--- config.mk ---
export PLATFORM = sky130hd
export DESIGN_NAME = xreg_seq
export DESIGN_NICKNAME = d
export VERILOG_FILES = /design/src/rtl/xreg_seq.sv
export SDC_FILE = /design/constraint.sdc
export NUM_CORES = 1
export LEC_CHECK = 0
export ABC_AREA = 0
export BUFFER_PORTS_ARGS = -buffer_cell sky130_fd_sc_hd__buf_2
export CAP_MARGIN = 25
export CELL_PAD_IN_SITES_DETAIL_PLACEMENT = 1
export CELL_PAD_IN_SITES_GLOBAL_PLACEMENT = 2
export CORE_MARGIN = 10
export CORE_UTILIZATION = 35
export DETAILED_ROUTE_END_ITERATION = 12
export PLACE_DENSITY_LB_ADDON = 0.1
export RECOVER_POWER = 25
export SYNTH_ARGS = -nofsm -noshare
export SYNTH_HDL_FRONTEND = slang
export SYNTH_SLANG_ARGS = --single-unit
--- constraint.sdc ---
create_clock -name clk_i -period 5.1 [get_ports clk_i]
set_input_delay 1.02 -clock clk_i [delete_from_list [all_inputs] [get_ports clk_i]]
set_output_delay 1.02 -clock clk_i [all_outputs]
set_load 0.05 [all_outputs]
--- src/rtl/xreg_seq.sv ---
// ----------------------------------------------------------------------------
// xreg_seq
//
// Control sequencer that sits directly upstream of the X register bit slices.
// It turns one decoded X-register command into a timed strobe sequence:
//   - a one-hot next-value select (xiz / xip / xis / xid),
//   - the wrx capture edge,
//   - the rdx abus read enable.
// A multi-bit shift runs as repeated single-bit select/capture rounds.
// Each wrx pulse is preceded by Settle cycles of stable select (mux settle)
// and followed by one HOLD cycle with the select still high (hold time).
//
// Ports
//   clk_i      system clock, all state changes on the rising edge
//   nrst_i     synchronous active-low reset
//   start_i    command strobe, accepted only while ready_o=1
//   op_i       000 nop, 001 ldz, 010 ldp, 011 ldd, 100 shl, 101 rd, others illegal
//   count_i    shift count, sampled with start_i, used by shl only
//   ready_o    sequencer idle, start_i will be accepted
//   done_o     one-cycle pulse, command complete
//   err_o      one-cycle pulse together with done_o for an illegal op
//   xiz_o      select zero as next X
//   xip_o      select P as next X
//   xis_o      select neighbour bit (shift) as next X
//   xid_o      select dbus as next X
//   wrx_o      X register capture clock (rising edge captures)
//   rdx_o      drive X onto abus
//
// Every output is a flop loaded from the next-state decode, so no input has a
// combinational path to any output.
// ----------------------------------------------------------------------------
module xreg_seq #(
    parameter int unsigned CntW   = 4,  // shift count width
    parameter int unsigned Settle = 2,  // select-before-wrx cycles (>=1)
    parameter int unsigned Pulse  = 1,  // wrx high cycles per capture (>=1)
    parameter int unsigned RdCyc  = 2   // rdx high cycles for a read (>=1)
) (
    input  logic            clk_i,
    input  logic            nrst_i,
    input  logic            start_i,
    input  logic [2:0]      op_i,
    input  logic [CntW-1:0] count_i,
    output logic            ready_o,
    output logic            done_o,
    output logic            err_o,
    output logic            xiz_o,
    output logic            xip_o,
    output logic            xis_o,
    output logic            xid_o,
    output logic            wrx_o,
    output logic            rdx_o
);

    // Command encodings
    localparam logic [2:0] OpNop = 3'b000;
    localparam logic [2:0] OpLdz = 3'b001;
    localparam logic [2:0] OpLdp = 3'b010;
    localparam logic [2:0] OpLdd = 3'b011;
    localparam logic [2:0] OpShl = 3'b100;
    localparam logic [2:0] OpRd  = 3'b101;

    // Phase timer: wide enough for the longest timed state.
    localparam int unsigned TmrMax0 = (Settle > Pulse) ? Settle : Pulse;
    localparam int unsigned TmrMax  = (TmrMax0 > RdCyc) ? TmrMax0 : RdCyc;
    localparam int unsigned TmrW    = (TmrMax > 1) ? $clog2(TmrMax) : 1;

    // Timers count down to zero; loaded with length-1 on state entry.
    localparam logic [TmrW-1:0] SettleLd = TmrW'(Settle - 1);
    localparam logic [TmrW-1:0] PulseLd  = TmrW'(Pulse - 1);
    localparam logic [TmrW-1:0] RdLd     = TmrW'(RdCyc - 1);
    localparam logic [TmrW-1:0] TmrZero  = '0;
    localparam logic [TmrW-1:0] TmrOne   = TmrW'(1);
    localparam logic [CntW-1:0] CntZero  = '0;
    localparam logic [CntW-1:0] CntOne   = CntW'(1);

    typedef enum logic [2:0] {
        StIdle,
        StSetup,
        StStrobe,
        StHold,
        StRead,
        StDone
    } state_e;

    // Sequencer state
    state_e          state_q, state_d;
    logic [TmrW-1:0] tmr_q,   tmr_d;
    logic [CntW-1:0] rem_q,   rem_d;   // shift rounds still to run, incl. current
    logic [2:0]      op_q,    op_d;
    logic            ill_q,   ill_d;   // latched illegal-op flag for err_o

    // Registered outputs
    logic ready_q, ready_d;
    logic done_q,  done_d;
    logic err_q,   err_d;
    logic xiz_q,   xiz_d;
    logic xip_q,   xip_d;
    logic xis_q,   xis_d;
    logic xid_q,   xid_d;
    logic wrx_q,   wrx_d;
    logic rdx_q,   rdx_d;

    logic sel_phase;   // next state is one with the select asserted

    // ------------------------------------------------------------------------
    // Next-state logic
    // ------------------------------------------------------------------------
    always_comb begin
        state_d = state_q;
        tmr_d   = tmr_q;
        rem_d   = rem_q;
        op_d    = op_q;
        ill_d   = ill_q;

        unique case (state_q)
            StIdle: begin
                if (start_i) begin
                    op_d  = op_i;
                    rem_d = count_i;
                    ill_d = 1'b0;
                    unique case (op_i)
                        OpLdz, OpLdp, OpLdd: begin
                            state_d = StSetup;
                            tmr_d   = SettleLd;
                        end
                        OpShl: begin
                            if (count_i != CntZero) begin
                                state_d = StSetup;
                                tmr_d   = SettleLd;
                            end else begin
                                state_d = StDone;
                            end
                        end
                        OpRd: begin
                            state_d = StRead;
                            tmr_d   = RdLd;
                        end
                        OpNop: begin
                            state_d = StDone;
                        end
                        default: begin
                            state_d = StDone;
                            ill_d   = 1'b1;
                        end
                    endcase
                end
            end

            StSetup: begin
                if (tmr_q == TmrZero) begin
                    state_d = StStrobe;
                    tmr_d   = PulseLd;
                end else begin
                    tmr_d = tmr_q - TmrOne;
                end
            end

            StStrobe: begin
                if (tmr_q == TmrZero) begin
                    state_d = StHold;
                end else begin
                    tmr_d = tmr_q - TmrOne;
                end
            end

            StHold: begin
                // Another shift round keeps xis high straight through to SETUP.
                if ((op_q == OpShl) && (rem_q > CntOne)) begin
                    rem_d   = rem_q - CntOne;
                    state_d = StSetup;
                    tmr_d   = SettleLd;
                end else begin
                    state_d = StDone;
                end
            end

            StRead: begin
                if (tmr_q == TmrZero) begin
                    state_d = StDone;
                end else begin
                    tmr_d = tmr_q - TmrOne;
                end
            end

            StDone: begin
                state_d = StIdle;
            end

            default: begin
                state_d = StIdle;
            end
        endcase
    end

    // ------------------------------------------------------------------------
    // Output decode from the next state, registered below
    // ------------------------------------------------------------------------
    always_comb begin
        sel_phase = (state_d == StSetup) || (state_d == StStrobe) || (state_d == StHold);

        ready_d = (state_d == StIdle);
        done_d  = (state_d == StDone);
        err_d   = (state_d == StDone) && ill_d;
        xiz_d   = sel_phase && (op_d == OpLdz);
        xip_d   = sel_phase && (op_d == OpLdp);
        xis_d   = sel_phase && (op_d == OpShl);
        xid_d   = sel_phase && (op_d == OpLdd);
        wrx_d   = (state_d == StStrobe);
        rdx_d   = (state_d == StRead);
    end

    // ------------------------------------------------------------------------
    // State and output registers, synchronous active-low reset
    // ------------------------------------------------------------------------
    always_ff @(posedge clk_i) begin
        if (!nrst_i) begin
            state_q <= StIdle;
            tmr_q   <= '0;
            rem_q   <= '0;
            op_q    <= OpNop;
            ill_q   <= 1'b0;
            ready_q <= 1'b1;
            done_q  <= 1'b0;
            err_q   <= 1'b0;
            xiz_q   <= 1'b0;
            xip_q   <= 1'b0;
            xis_q   <= 1'b0;
            xid_q   <= 1'b0;
            wrx_q   <= 1'b0;
            rdx_q   <= 1'b0;
        end else begin
            state_q <= state_d;
            tmr_q   <= tmr_d;
            rem_q   <= rem_d;
            op_q    <= op_d;
            ill_q   <= ill_d;
            ready_q <= ready_d;
            done_q  <= done_d;
            err_q   <= err_d;
            xiz_q   <= xiz_d;
            xip_q   <= xip_d;
            xis_q   <= xis_d;
            xid_q   <= xid_d;
            wrx_q   <= wrx_d;
            rdx_q   <= rdx_d;
        end
    end

    assign ready_o = ready_q;
    assign done_o  = done_q;
    assign err_o   = err_q;
    assign xiz_o   = xiz_q;
    assign xip_o   = xip_q;
    assign xis_o   = xis_q;
    assign xid_o   = xid_q;
    assign wrx_o   = wrx_q;
    assign rdx_o   = rdx_q;

endmodule

==> results of run 1 <==
sequential cells by signal (all words and copies together), names as in the netlist:
register / cells
rdx_o: 1
xip_o: 1
done_o: 1
state_q: 3
xiz_o: 1
op_q: 3
rem_q: 4
err_o: 1
ready_o: 1
ill_q: 1
xis_o: 1
tmr_q: 1
xid_o: 1
wrx_o: 1
power by group:
part,internal (mW),total (mW),switching (mW)
logic,0.0831,0.236,0.153
registers,0.197,0.236,0.0392
clock network,0.0293,0.0848,0.0555
total,0.309,0.557,0.248
area by class of cell:
| class | count | area (µm²) | area share, % |
|---|---|---|---|
| Inverter | 6 | 22.52 | 1.860 |
| Multi-Input combinational cell | 88 | 598.1 | 49.38 |
| Tap cell | 44 | 55.05 | 4.545 |
| Timing Repair Buffer | 18 | 87.58 | 7.231 |
| Sequential cell | 21 | 420.4 | 34.71 |
| Clock inverter | 1 | 5.005 | 0.4132 |
| Clock buffer | 3 | 22.52 | 1.860 |
worst max path at each step:
| stage | from | end | slack [ps] | cells past startpoint |
|---|---|---|---|---|
| 3_5_place_dp | count_i[1] | done_o$_SDFF_PN0_ | 2550 | 7 |
| 6_report | start_i | xis_o$_SDFF_PN0_ | 2650 | 6 |
| 2_1_floorplan | start_i | xis_o$_SDFF_PN0_ | 2810 | 6 |
| 4_1_cts | count_i[1] | done_o$_SDFF_PN0_ | 2900 | 7 |
| 3_3_place_gp | start_i | done_o$_SDFF_PN0_ | 2570 | 7 |
| 5_1_grt | start_i | xip_o$_SDFF_PN0_ | 2510 | 6 |
critical path: stages:
cell and delay, ps:
clkbuf_1 140, or4b_1 660, o221ai_1 380, and2b_4 240, o2bb2ai_4 100, nor3b_2 160
placed cells by master (no fill, tap or decap), drive strengths merged, types with 2 or more instances in the layout:
cell | Yosys | final
a21oi | 10 | 10
or4 | 2 | 2
ha | 2 | 2
and3 | 2 | 2
nor2 | 8 | 8
nor3 | 5 | 5
buf | 4 | 16
nand2 | 14 | 14
nand3b | 3 | 3
clkbuf | 2 | 5
nor3b | 3 | 3
nand3 | 4 | 4
inv | 6 | 6
a211o | 2 | 2
o21ai | 8 | 8
nand2b | 2 | 2
dfxtp | 21 | 21
metrics by stage:
stage / setup WS (ps) / hold WS [ps]
3_5_place_dp: 2553 / 486.1
4_1_cts: 2897 / 504.5
6_report: 2654 / 510.1
5_1_grt: 2514 / 531.5
2_1_floorplan: 2813 / 456.9
3_3_place_gp: 2572 / 484.0
routing by layer:
metal	vias to the layer above	global-route usage, %
li1	475	-
met1	445	12.04
met2	16	15.82
met3	4	2.830
met4	0	2.841
met5	-	0
cell families after synthesis:
family | Yosys count | share of synthesized area, %
fa+ha+maj | 2 | 2.278
compound gates | 35 | 25.52
flops | 21 | 38.27
simple gates | 51 | 28.59
buf+inv | 12 | 5.353
==> flow_summary.yaml, run 1 <==
grt:
  grt_overflow: 0
  grt_max_degree: 13
  antenna_found_initial: 0
  grt_pass1_vias: 982
  grt.total_usage_pct: 9.732
  grt_pass1_wl_mm: 4.802
clock_tree:
  root_buffer: "clkbuf_4"
  cts_tree: "built"
  cts_resized: 0
  hold_buffers: 0
  clock_latency_ps: 310
  postCtsSetupBuffers: 0
  cts_buffer_depth: 2
  numCtsBuffers: 3
  clk_pin_slew_worst_paths_ps: 130
  h-tree-depth: 1
  cts.sinks: 21
timing:
  max_freq_mhz: 408.9
  finalSetupViolCount: 0
  finClkSkew_ps: 2.472
  timing.setup.tns_ps: 0
  rsz0062_at_grt: "false"
  slew_headroom_pct: 63.96
  fin_crit_sh_pct: 47.96
  period_needed_ps: 2446
  worstMarginPinSlew_ps: 537.0
  hold_viol: 0
  slew_violations: 0
critical_path:
  cp_max_fo: 10
  cp.required_ps: 5350
  worst_r2r_endpoint: "xis_o$_SDFF_PN0_"
  r2r-start: "state_q[1]$_SDFF_PN0_"
  critPathArrivalTime_ps: 2700
  critPathKind: "in -> reg"
  r2r_cells: 5
  rrSetupSlack_ps: 2930
  critPathLaunchType: "input port"
  crit_path_end_kind: "flop"
synth:
  yosysWarnings: 0
  avgSynthCellArea_um2: 9.079
  synthTopCellsByCount: "dfxtp_1 (21), nand2_1 (14), a21oi_1 (10)"
  seq_area_frac_synth_pct: 38.27
  ys.flop_type: "dfxtp_1"
  synth_area_leader_cell: "dfxtp_1"
  syn_nets: 133
  synth_edf_count: 0
  yosys.area.top_type_share_pct: 38.27
  synth_most_common_cell: "dfxtp_1"
  synthArstFlopShare_pct: 0
  syn_inst: 121
  synth.area.top_cells: "dfxtp_1 (38%), nand2_1 (4.8%), a21oi_1 (4.6%)"
  yosysUniqueCellTypes: 47
  yosys_register_bits: 21
  synthesis.area_um2: 1099
drt:
  wl_met3_um: 158
  ant_nets: 0
  finalWirelength_mm: 2.848
  via_per_inst: 5.193
  firstDrtPassIters: 4
  met2_length_mm: 1.301
  drc_errors: 0
  top_layer_used: "met4"
  wl_met1_mm: 1.360
  drt-wirelength-per-cell_um: 15.73
  via_count: 940
  drtIter0Drc: 29
die:
  die_area_um2: 5780
  io_pins: 19
  start_util_pct: 36.28
  coreArea_um2: 3028
  chipWidth_um: 76.03
  chipHeight_um: 76.03
  num_rows: 20
power:
  leakage_nw: 0.4965
  peakVddDrop_mv: 0.1355
  power.density_nw_per_um2: 459.7
  finalPower_uw: 556.8
placed_design:
  place_congestion: 0.8280
  dpl.cell_count: 177
  dp_hpwl_mm: 2.175
  port_buffers: 18
  placed_area_um2: 1207
final_layout:
  final_cell_count_no_fill: 181
  fin_area_um2: 1211
  nFillCells: 358
  finish.utilization_pct: 40.00
  area_growth_pct: 10.25
  final_nets: 150
  drive_above_1_share_pct: 21.90
  antenna_cells: 0
min_path:
  hold_end: "op_q[2]$_SDFF_PN0_"
  hold_depth: 2
  hold_start: "op_q[2]$_SDFF_PN0_"
  hp-class: "reg -> reg"
outcome:
  status: "finished, final reports clean"
run:
  maxCapViolCount: 0
No activity file was read; power rests on OpenSTA's default activity.
==> run 2, diff against run 1 <==
--- a/config.mk
+++ b/config.mk
@@ -11,7 +11,7 @@
 export CELL_PAD_IN_SITES_DETAIL_PLACEMENT = 1
 export CELL_PAD_IN_SITES_GLOBAL_PLACEMENT = 2
 export CORE_MARGIN = 10
-export CORE_UTILIZATION = 35
+export CORE_UTILIZATION = 29
 export DETAILED_ROUTE_END_ITERATION = 12
 export PLACE_DENSITY_LB_ADDON = 0.1
 export RECOVER_POWER = 25
==> constraint.sdc (replaced) <==
create_clock -name clk_i -period 2.2 [get_ports clk_i]
set_input_delay 0.44 -clock clk_i [delete_from_list [all_inputs] [get_ports clk_i]]
set_output_delay 0.44 -clock clk_i [all_outputs]
set_load 0.05 [all_outputs]
==> run 2 against run 1 <==
Net effect: register-to-register slack worse by 2700 ps; sequential power is 120% higher; highest routed layer unchanged; largest power group is now combinational logic; setup slack worse by 2400 ps; clock skew hardly changed; critical path depth is 2 higher; count of clock-buffer cells in the layout is 1 higher; via count is 1.5% higher; flip-flop and latch count stayed put.
==> flow_summary.yaml, run 2 (synthesis results as in run 1) <==
outcome:
  status: "finished, final reports clean"
final_layout:
  largest_registers: "rem_q: 4 flops, op_q: 3 flops, state_q: 3 flops"
  fin_area_um2: 1286
  antenna_cells: 0
  final_common_cell: "dfxtp_1"
  final_nets: 155
  finish.utilization_pct: 35.13
  area_growth_pct: 17.08
  largest_reg_flops: 4
  regMostFlops: "rem_q"
  layout_common_cells: "dfxtp_1 (21), nand2_1 (14), buf_2 (11)"
  drive_above_1_share_pct: 21.83
grt:
  grt_overflow: 0
  grt_pass1_wl_mm: 4.961
  grt.total_usage_pct: 9.375
  antenna_found_initial: 0
  grt_max_degree: 12
  grt_pass1_vias: 1040
die:
  chipHeight_um: 81.55
  num_rows: 22
  start_util_pct: 30.01
  die_area_um2: 6650
  io_pins: 19
  chipWidth_um: 81.55
  coreArea_um2: 3661
critical_path:
  r2r-start: "rem_q[0]$_SDFFE_PN0P_"
  critPathLaunchType: "flop"
  critPathMaxStageDelay_ps: 430
  crit_path_cell_trace: "inv_1, ha_1, nor2_1, o311ai_1, a221o_1, nand3_1, inv_2, and3_1"
  critPathArrivalTime_ps: 2140
  cp.required_ps: 2400
  r2r_cells: 8
  critPathSlowestCell: "o311ai_1"
  crit_path_end_kind: "flop"
  critPathKind: "reg -> reg"
  startpoint: "rem_q[0]$_SDFFE_PN0P_"
  worst_r2r_endpoint: "done_o$_SDFF_PN0_"
  cp_max_fo: 3
  rrSetupSlack_ps: 260
min_path:
  hold_depth: 3
  hold_start: "op_i[0]"
  hp-class: "in -> reg"
  hold_end: "op_q[0]$_SDFF_PN0_"
timing:
  finalSetupViolCount: 0
  hold_ws_ps: 482.9
  slew_violations: 0
  max_freq_mhz: 516.5
  worstMarginPinSlew_ps: 604.7
  hold_viol: 0
  timing.setup.tns_ps: 0
  slew_headroom_pct: 59.86
  rsz0062_at_grt: "false"
  period_needed_ps: 1936
  fin_crit_sh_pct: 88.01
  finClkSkew_ps: 2.026
drt:
  drc_errors: 0
  firstDrtPassIters: 4
  drt-wirelength-per-cell_um: 15.05
  ant_nets: 0
  finalWirelength_mm: 2.860
  via_count: 954
  drtIter0Drc: 64
  via_per_inst: 5.021
placed_design:
  port_buffers: 18
  place_congestion: 0.7814
  dp_hpwl_mm: 2.261
  placed_area_um2: 1250
clock_tree:
  postCtsSetupBuffers: 0
  root_buffer: "clkbuf_8"
  hold_buffers: 0
  clk_pin_slew_worst_paths_ps: 80
  cts_buffer_depth: 2
  cts_resized: 0
  cts_tree: "built"
  clock_latency_ps: 260
  cts.sinks: 21
  h-tree-depth: 1
  numCtsBuffers: 3
power:
  finalPower_mw: 1.419
  peakVddDrop_mv: 0.2346
  leakage_nw: 0.5057
  power.density_nw_per_um2: 1103
run:
  maxCapViolCount: 0
-- run 2: worst max-delay path: cells and delay by family, from the launching register on --
| kind | cells | cell delay (ps) |
|---|---|---|
| fa+ha+maj | 1 | 190 |
| simple gates | 3 | 360 |
| flops | 1 | 330 |
| buf+inv | 2 | 210 |
| compound gates | 2 | 780 |
-- run 2: power breakdown --
group	internal (mW)	total, mW	switching [mW]
combinational	0.239	0.651	0.412
clock	0.129	0.259	0.130
sequential	0.456	0.509	0.0532
-- run 2: cell type report --
cell class / instances / area, µm²
Sequential cell: 21 / 420.4
Fill cell: 431 / 2375
Clock buffer: 4 / 45.04
Inverter: 6 / 22.52
Multi-Input combinational cell: 88 / 619.3
Tap cell: 48 / 60.06
Timing Repair Buffer: 23 / 118.9
-- run 2: how the worst max path moves through the flow --
stage / cells past startpoint / to
6_report: 8 / done_o$_SDFF_PN0_
5_1_grt: 8 / done_o$_SDFF_PN0_
4_1_cts: 8 / done_o$_SDFF_PN0_
3_5_place_dp: 6 / tmr_q$_SDFFE_PN0P_
3_3_place_gp: 6 / tmr_q$_SDFFE_PN0P_
2_1_floorplan: 6 / xis_o$_SDFF_PN0_
-- run 2: per-layer routing --
metal / track usage (%) / wire (µm)
met5: 0 / 0
met4: 3.633 / 24
met3: 2.402 / 137
met2: 15.72 / 1389
met1: 11.19 / 1308
-- run 2: stage by stage --
step	cells	worst slack, ps
final	190	263.9
after global routing	190	28.93
after CTS	190	226.5
after detailed placement	186	242.5
after global placement	186	224.0
after floorplan	121	493.5
